<file path="config.mk">
export PLATFORM = sky130hd
export DESIGN_NAME = fn_rr_scheduler
export DESIGN_NICKNAME = d
export VERILOG_FILES = /design/src/rtl/fn_rr_scheduler.sv
export SDC_FILE = /design/constraint.sdc
export NUM_CORES = 1
export LEC_CHECK = 0
export ABC_AREA = 0
export BUFFER_PORTS_ARGS = -buffer_cell sky130_fd_sc_hd__buf_4
export CAP_MARGIN = 20
export CORE_MARGIN = 2
export CORE_UTILIZATION = 35
export DETAILED_ROUTE_END_ITERATION = 10
export PLACE_DENSITY = 0.52
export SLEW_MARGIN = 20
export SYNTH_ARGS = -nofsm -noshare
export SYNTH_HDL_FRONTEND = slang
export SYNTH_SLANG_ARGS = --single-unit
</file>
<file path="constraint.sdc">
create_clock -name clk -period 1.7 [get_ports clk]
set_input_delay 0.425 -clock clk [delete_from_list [all_inputs] [get_ports clk]]
set_output_delay 0.425 -clock clk [all_outputs]
set_load 0.02 [all_outputs]
</file>
<file path="src/rtl/fn_rr_scheduler.sv">
// Round-robin scheduler sharing one function-chooser among N 4-phase req/ack clients.
// Requests and the chooser's done are synchronised; start/sel/ack/err are registered.
module fn_rr_scheduler #(
    parameter int N       = 4,
    parameter int TIMEOUT = 255
) (
    input  logic         clk,
    input  logic         rst,
    input  logic [N-1:0] req,
    output logic [N-1:0] ack,
    output logic [N-1:0] sel,
    output logic         start,
    input  logic         done,
    output logic         chooser_rst,
    output logic         busy,
    output logic         err,
    output logic [7:0]   to_cnt
);

    localparam int PW = (N > 1) ? $clog2(N) : 1;
    localparam int TW = (TIMEOUT > 1) ? $clog2(TIMEOUT + 1) : 1;

    typedef enum logic [1:0] {IDLE, BUSY, DRAIN, ACK} state_t;

    state_t         state, state_nxt;
    logic [N-1:0]   req_m, req_s;
    logic           done_m, done_s;
    logic [PW-1:0]  ptr, gnt, pick;
    logic [TW-1:0]  timer;
    logic           aborted;
    logic           tmo;

    function automatic logic [PW-1:0] rr_pick(input logic [N-1:0] r, input logic [PW-1:0] p);
        logic [PW-1:0] res;
        logic          found;
        logic [PW-1:0] idx_b;
        int            idx;
        res   = p;
        found = 1'b0;
        for (int i = 0; i < N; i++) begin
            idx = int'(p) + i;
            if (idx >= N) idx = idx - N;
            idx_b = PW'(idx);
            if (!found && r[idx_b]) begin
                found = 1'b1;
                res   = idx_b;
            end
        end
        return res;
    endfunction

    function automatic logic [N-1:0] onehot(input logic [PW-1:0] g);
        return {{(N-1){1'b0}}, 1'b1} << g;
    endfunction

    function automatic logic [7:0] sat_inc(input logic [7:0] c);
        return (c == 8'hFF) ? c : c + 8'd1;
    endfunction

    function automatic logic [PW-1:0] ptr_next(input logic [PW-1:0] g);
        return (int'(g) == N - 1) ? '0 : g + PW'(1);
    endfunction

    assign pick = rr_pick(req_s, ptr);
    assign tmo  = (timer == TW'(TIMEOUT - 1));

    always_ff @(posedge clk or posedge rst) begin
        if (rst) begin
            req_m  <= '0;
            req_s  <= '0;
            done_m <= 1'b0;
            done_s <= 1'b0;
        end else begin
            req_m  <= req;
            req_s  <= req_m;
            done_m <= done;
            done_s <= done_m;
        end
    end

    always_ff @(posedge clk or posedge rst) begin
        if (rst) state <= IDLE;
        else     state <= state_nxt;
    end

    always_comb begin
        state_nxt = state;
        case (state)
            IDLE:    if (|req_s)             state_nxt = BUSY;
            BUSY:    if (done_s || tmo)      state_nxt = DRAIN;
            DRAIN:   if (!done_s || tmo)     state_nxt = ACK;
            ACK:     if (!req_s[gnt])        state_nxt = IDLE;
            default:                         state_nxt = IDLE;
        endcase
    end

    always_comb begin
        chooser_rst = (state == IDLE);
        busy        = (state != IDLE);
    end

    // Datapath: aborted remembers a BUSY timeout so err only appears together with ack.
    always_ff @(posedge clk or posedge rst) begin
        if (rst) begin
            ack     <= '0;
            sel     <= '0;
            start   <= 1'b0;
            err     <= 1'b0;
            to_cnt  <= '0;
            ptr     <= '0;
            gnt     <= '0;
            timer   <= '0;
            aborted <= 1'b0;
        end else begin
            case (state)
                IDLE: begin
                    if (|req_s) begin
                        gnt     <= pick;
                        sel     <= onehot(pick);
                        start   <= 1'b1;
                        timer   <= '0;
                        aborted <= 1'b0;
                    end
                end
                BUSY: begin
                    if (done_s) begin
                        start <= 1'b0;
                        timer <= '0;
                    end else if (tmo) begin
                        start   <= 1'b0;
                        timer   <= '0;
                        aborted <= 1'b1;
                        to_cnt  <= sat_inc(to_cnt);
                    end else begin
                        timer <= timer + TW'(1);
                    end
                end
                DRAIN: begin
                    if (!done_s) begin
                        ack   <= onehot(gnt);
                        sel   <= '0;
                        err   <= aborted;
                        timer <= '0;
                    end else if (tmo) begin
                        ack    <= onehot(gnt);
                        sel    <= '0;
                        err    <= 1'b1;
                        timer  <= '0;
                        to_cnt <= sat_inc(to_cnt);
                    end else begin
                        timer <= timer + TW'(1);
                    end
                end
                ACK: begin
                    if (!req_s[gnt]) begin
                        ack <= '0;
                        err <= 1'b0;
                        ptr <= ptr_next(gnt);
                    end
                end
                default: ;
            endcase
        end
    end

endmodule

</file>
======== Word level (Yosys, flattened, before mapping) ========
Cells that the tools add are included.
word-level totals
  register bits ........................... 43
operators by class
  add/subtract/negate cells ............... 10
  $lt $le $gt $ge ......................... 9
  equality and inequality tests ........... 15
  shift-type cells ........................ 2
  mux-type cells .......................... 56
  bitwise gates (word level) .............. 1
  reductions and logical operators ........ 26
operator list
  cell                   number
  $mux W8                8
  $mux W2                13
  $mux W4                6
  $pmux W8 S3            1
  $add A8 B1 Y8 const B  2
  $eq A8 B8 Y1 const B   2
  $mux W1                16
  $pmux W4 S2            2
  $pmux W8 S2            1
  $lt A2 B3 Y1 const B   5
  $ne A2 B2 Y1 const B   6
  $reduce_and A3 Y1      4
  $bmux W1 S2            5
  $reduce_bool A2 Y1     5
  $ge A3 B3 Y1 const B   3
  $pmux W2 S4            1
  $reduce_and A4 Y1      2
  $shl A1 B2 Y4 const A  2
  $sub A2 B1 Y2 const B  4
  $add A2 B2 Y3 const B  2
  $ne A3 B3 Y1 const B   2
  $pmux W1 S2            3
  $reduce_and A2 Y1      3
  $eq A2 B1 Y1 const B   2
  other kinds (12)       19

======== Logic depth before layout (Yosys ltp) ========
  word-level depth ........................ 17
  gate-level depth with buffers ........... 7
  depth with buffers taken out ............ 6

======== Least setup slack after synthesis ========
OpenSTA, ideal clock, no wires.
  kind .................................... register to register
  start ................................... register state[0]
  end ..................................... register sel[0]
  arrival ................................. 1712 ps
  data required time ...................... 1590 ps
  path slack .............................. -122 ps
  cell stages (with the launch flop) ...... 8
  path buffers ............................ 1
  period minus slack after synthesis ...... 1822 ps
  path through ............................ dfrtp_1 inv_1 ha_1 clkbuf_1 nor2_1 a21o_1 or2_4 o41ai_1
on the way
  word-level cells in the longest chain between the ends .. 3
  elaborated cells on any way between the ends .. 7
  classes of those cells .................. eq/ne: 3; mux: 1; reduce/logical: 3
ends and longest elaborated chain
  item                                                                 line  source
  start, declared                                                      25    state_t state, state_nxt;
  start signal, assigned                                               83    else state <= state_nxt;
  $logic_not A2 Y1 (*)                                                 n/a
  named net chooser_rst                                                14    output logic chooser_rst,
  $ne A2 B1 Y1 (no source line) or $reduce_bool A2 Y1 (tied branches)  n/a
  $reduce_and A3 Y1 (no source line)                                   n/a
  end signal, assigned                                                 119   sel <= onehot(pick);
  end, declared                                                        11    output logic [N-1:0] sel,
The timed path passes the listed nets; every way through them passes the cells marked *.
A chain may end at the register's enable or synchronous reset.

======== Worst setup path in the final report ========
  start ................................... register state[0]
  end ..................................... output port busy
on the way
  word-level cells in the longest chain between the ends .. 1
ends and longest elaborated chain
  item                line  source
  $reduce_bool A2 Y1  99    busy = (state != IDLE);
  end, declared       15    output logic busy,
Every way passes these cells.

==> impl_metrics.csv <==
group,metric,value,unit
run_status,outcome,"finished with violations",
run_status,violations,"setup timing",
drt,drtAntennaViolNets,0,
drt,vias,1720,
placement,dp.final_hpwl,3270,um
cts,cts.htree.levels,2,
timing,finalSetupViolCount,2,
synth,ys_ff_latch,43,
timing,fin_skew,0.00810,ns
finish,fin_util,50.1,%
synth,async_flop_share,100,%
finish,area_delta_synth_final,39.9,%
synth,synth_top_cell_by_area,"dfrtp_1",
cts,clockBufferDepth,2,
worst_setup_path,reg2reg_setup_slack,-0.005,ns
synth,synth-compound-area-share,15.3,%
flow_run,maxCapViolations,0,
synth,synth_fa_ha_area_share,6.67,%
timing,fin_crit_sh,100,%
synth,synthMuxAreaShare,6.67,%
drt,dr.pass1.iters,4,
drt,drtIter0Drc,65,
timing,hold_viol_final,0,
drt,vias_per_cell,4.93,
global_routing,grt_pass1_wl,7780,um
die,std_cell_rows,29,
synth,synth_common_cells,"dfrtp_1, inv_1, nand2_1",
synth,syn-instance-count,209,
timing,final_max_slew_viol_count,0,
worst_setup_path,path_buf_inv,4,
worst_setup_path,critPathMaxStageDelay,0.47,ns
synth,synthTopCellsByArea,"dfrtp_1, ha_1, mux2_2",
global_routing,grt_max_degree,44,
cts,worstSkewPairLatency,0.29,ns
synth,synth_top_family_by_area,"simple AND/OR/NAND/NOR gates",
cts,cts_hold_buf,0,
placement,io_buffers,26,
worst_setup_path,crit_chain,"inv_4, ha_4, buf_6, inv_2, buf_6",
drt,wirelength,4690,um
timing,max_freq,0.587,GHz
worst_setup_path,critPathKind,"register to output port",
worst_setup_path,path_delay_family,"flip-flops",
worst_setup_path,critPathLaunchType,"register",
drt,route.detailed.drc,0,
timing,finalWorstPathRequiredPeriod,1.70,ns
timing,worst_slack,-0.00489,ns
finish,finalNetCount,290,
cts,cts_tree,"built",
die,die_w,84.2,um
worst_setup_path,crit_required,1.27,ns
global_routing,grt_overflow,0,
power,powerDensity,1480,mW/mm^2
power,leakagePower,1.47,nW
worst_setup_path,arrival,1.28,ns
synth,synth_ff_type,"dfrtp_1",
synth,avgSynthCellArea,10.8,um^2
synth,yosysMostFrequentCell,"dfrtp_1",
finish,final_layout_size_suffix_gt1_share,44.5,%
die,ioPinCount,27,
synth,synth-simple-area-share,16.0,%
timing,holdWs,0.158,ns
drt,routedWlPerCell,13.4,um
synth,yosys.area_share.xor_xnor,2.73,%
worst_setup_path,path_max_fanout,5,
global_routing,track_usage,13.5,%
synth,synth_edf_count,0,
cts,cts_made_buffers,5,
worst_setup_path,cp-end-kind,"output port",
synth,ys_warn_count,0,
power,vdd_drop_max,0.655,mV
die,core_area,0.00628,mm^2
hold_path,hp-class,"input port to async pin",
cts,path_clk_slew,0.08,ns
finish,diodes,0,
timing,finalSetupTns,-0.00839,ns
timing,worst_pin_slew,0.483,ns
timing,rsz0062_at_grt,"true",
cts,clock-sinks,43,
synth,ys_types,47,
die,start_util,35.8,%
synth,syn_area,0.00225,mm^2
cts,clockRootBuffer,"clkbuf_8",
placement,finalWeightedCongestion,0.861,
die,dieHeight,84.2,um
global_routing,antenna_found_initial,0,
synth,yosysSeqAreaShare,47.8,%
timing,relSlewSlack,67.5,%
worst_setup_path,cp_common_cell,"buf_6",
die,dieArea,0.00708,mm^2
synth,yosysTopAreaCellShare,47.8,%
worst_setup_path,cpMaxStageDelayCell,"dfrtp_2",
synth,syn_nets,228,
global_routing,grt_pass1_vias,1660,
[layout by cell type, fill, tap and decap left out, types with 2 or more instances in the layout]
cell	instances
mux2_4	6
o41ai_2	4
buf_12	2
nand2b_1	2
o22ai_2	2
ha_4	4
mux2i_1	5
clkbuf_8	6
mux2_2	2
o21ai_1	2
o21ai_0	9
a21bo_2	2
dfrtp_2	3
a21oi_1	7
buf_4	53
nand4_1	5
buf_6	6
o211ai_1	4
nand3_1	8
dfrtp_1	40
nor3_4	2
a21oi_2	3
xor2_1	7
o22ai_1	3
ha_1	7
nor4_4	3
nand2_1	13
inv_2	3
and3_2	2
inv_1	10
nor2_1	10
nor2b_1	7
[power breakdown]
group          internal [W]  total, W  switching, W
logic               0.00133   0.00262       0.00129
clock network      0.000328  0.000663      0.000336
registers           0.00121   0.00138      0.000168
[path summary, 6_finish.rpt]
check,from,endpoint,cells after the start
setup / recovery,state[0]$_DFFE_PP0P_,busy,5
hold / removal,rst,done_m$_DFF_PP0_,3
setup reg to reg,state[1]$_DFFE_PP0P_,to_cnt[1]$_DFFE_PP0P_,7
hold reg to reg,req_m[1]$_DFF_PP0_,req_s[1]$_DFF_PP0_,0
max in group asynchronous,rst,to_cnt[1]$_DFFE_PP0P_,3
min in group clk,done,done_m$_DFF_PP0_,1
[flip-flops by register name, indices dropped and copies added, names as in the netlist]
register / flops
start: 1
timer: 8
state: 2
sel: 4
done_s: 1
req_s: 4
ack: 4
to_cnt: 8
done_m: 1
gnt: 2
req_m: 4
aborted: 1
err: 1
ptr: 2
[area by class of cell]
class,count,area [um^2]
sequential,43,1080
fill,572,3130
clock inverter,1,5.00
inverter,15,58.8
multi-input combinational,145,1320
tap,77,96.3
timing repair buffer,61,505
clock buffer,7,86.3
[timing repair]
item	4_1_cts	5_1_grt
endpoints found under the setup margin	23	29
pin swaps	3	14
endpoints found under the hold margin	0	0
setup buffers	2	6
gates resized for setup	13	43
[layer usage]
| metal | wire [um] | GRT usage [%] | vias to the layer above |
|---|---|---|---|
| met5 | 0 | 0 | - |
| met4 | 80 | 5.28 | 0 |
| met3 | 147 | 2.85 | 5 |
| met2 | 2170 | 20.6 | 31 |
| met1 | 2290 | 18.9 | 812 |
| li1 | - | - | 872 |
[worst register-to-register path, stage by stage (launching register included)]
cell,delay [ns]
dfrtp_1,0.40
buf_6,0.14
ha_4,0.18
mux2i_1,0.14
o211ai_1,0.13
buf_4,0.19
nor2_4,0.13
mux2_4,0.30
[through the flow]
| stage | std cells | worst slack [ns] | area, um^2 | power, W |
|---|---|---|---|---|
| 2_1_floorplan | 209 | -0.0171 | 2270 | 0.00267 |
| 3_3_place_gp | 333 | -0.0361 | 2730 | 0.00338 |
| 3_5_place_dp | 333 | -0.0788 | 2730 | 0.00338 |
| 4_1_cts | 343 | -0.0353 | 2900 | 0.00422 |
| 5_1_grt | 349 | -0.0562 | 3150 | 0.00500 |
| 6_report | 349 | -0.00489 | 3150 | 0.00466 |
[kinds of logic (layout without fill, tap and decap cells)]
kind of cell               Yosys count  in the layout
xor gates and xnor gates             7              7
DFF                                 43             43
adders and majority gates           12             12
and+or+nand+nor                     64             64
buffers and inverters               21             84
muxes                               14             14
AOI/OAI and AO/OA                   48             48
Power figures use the tool's default switching activity.
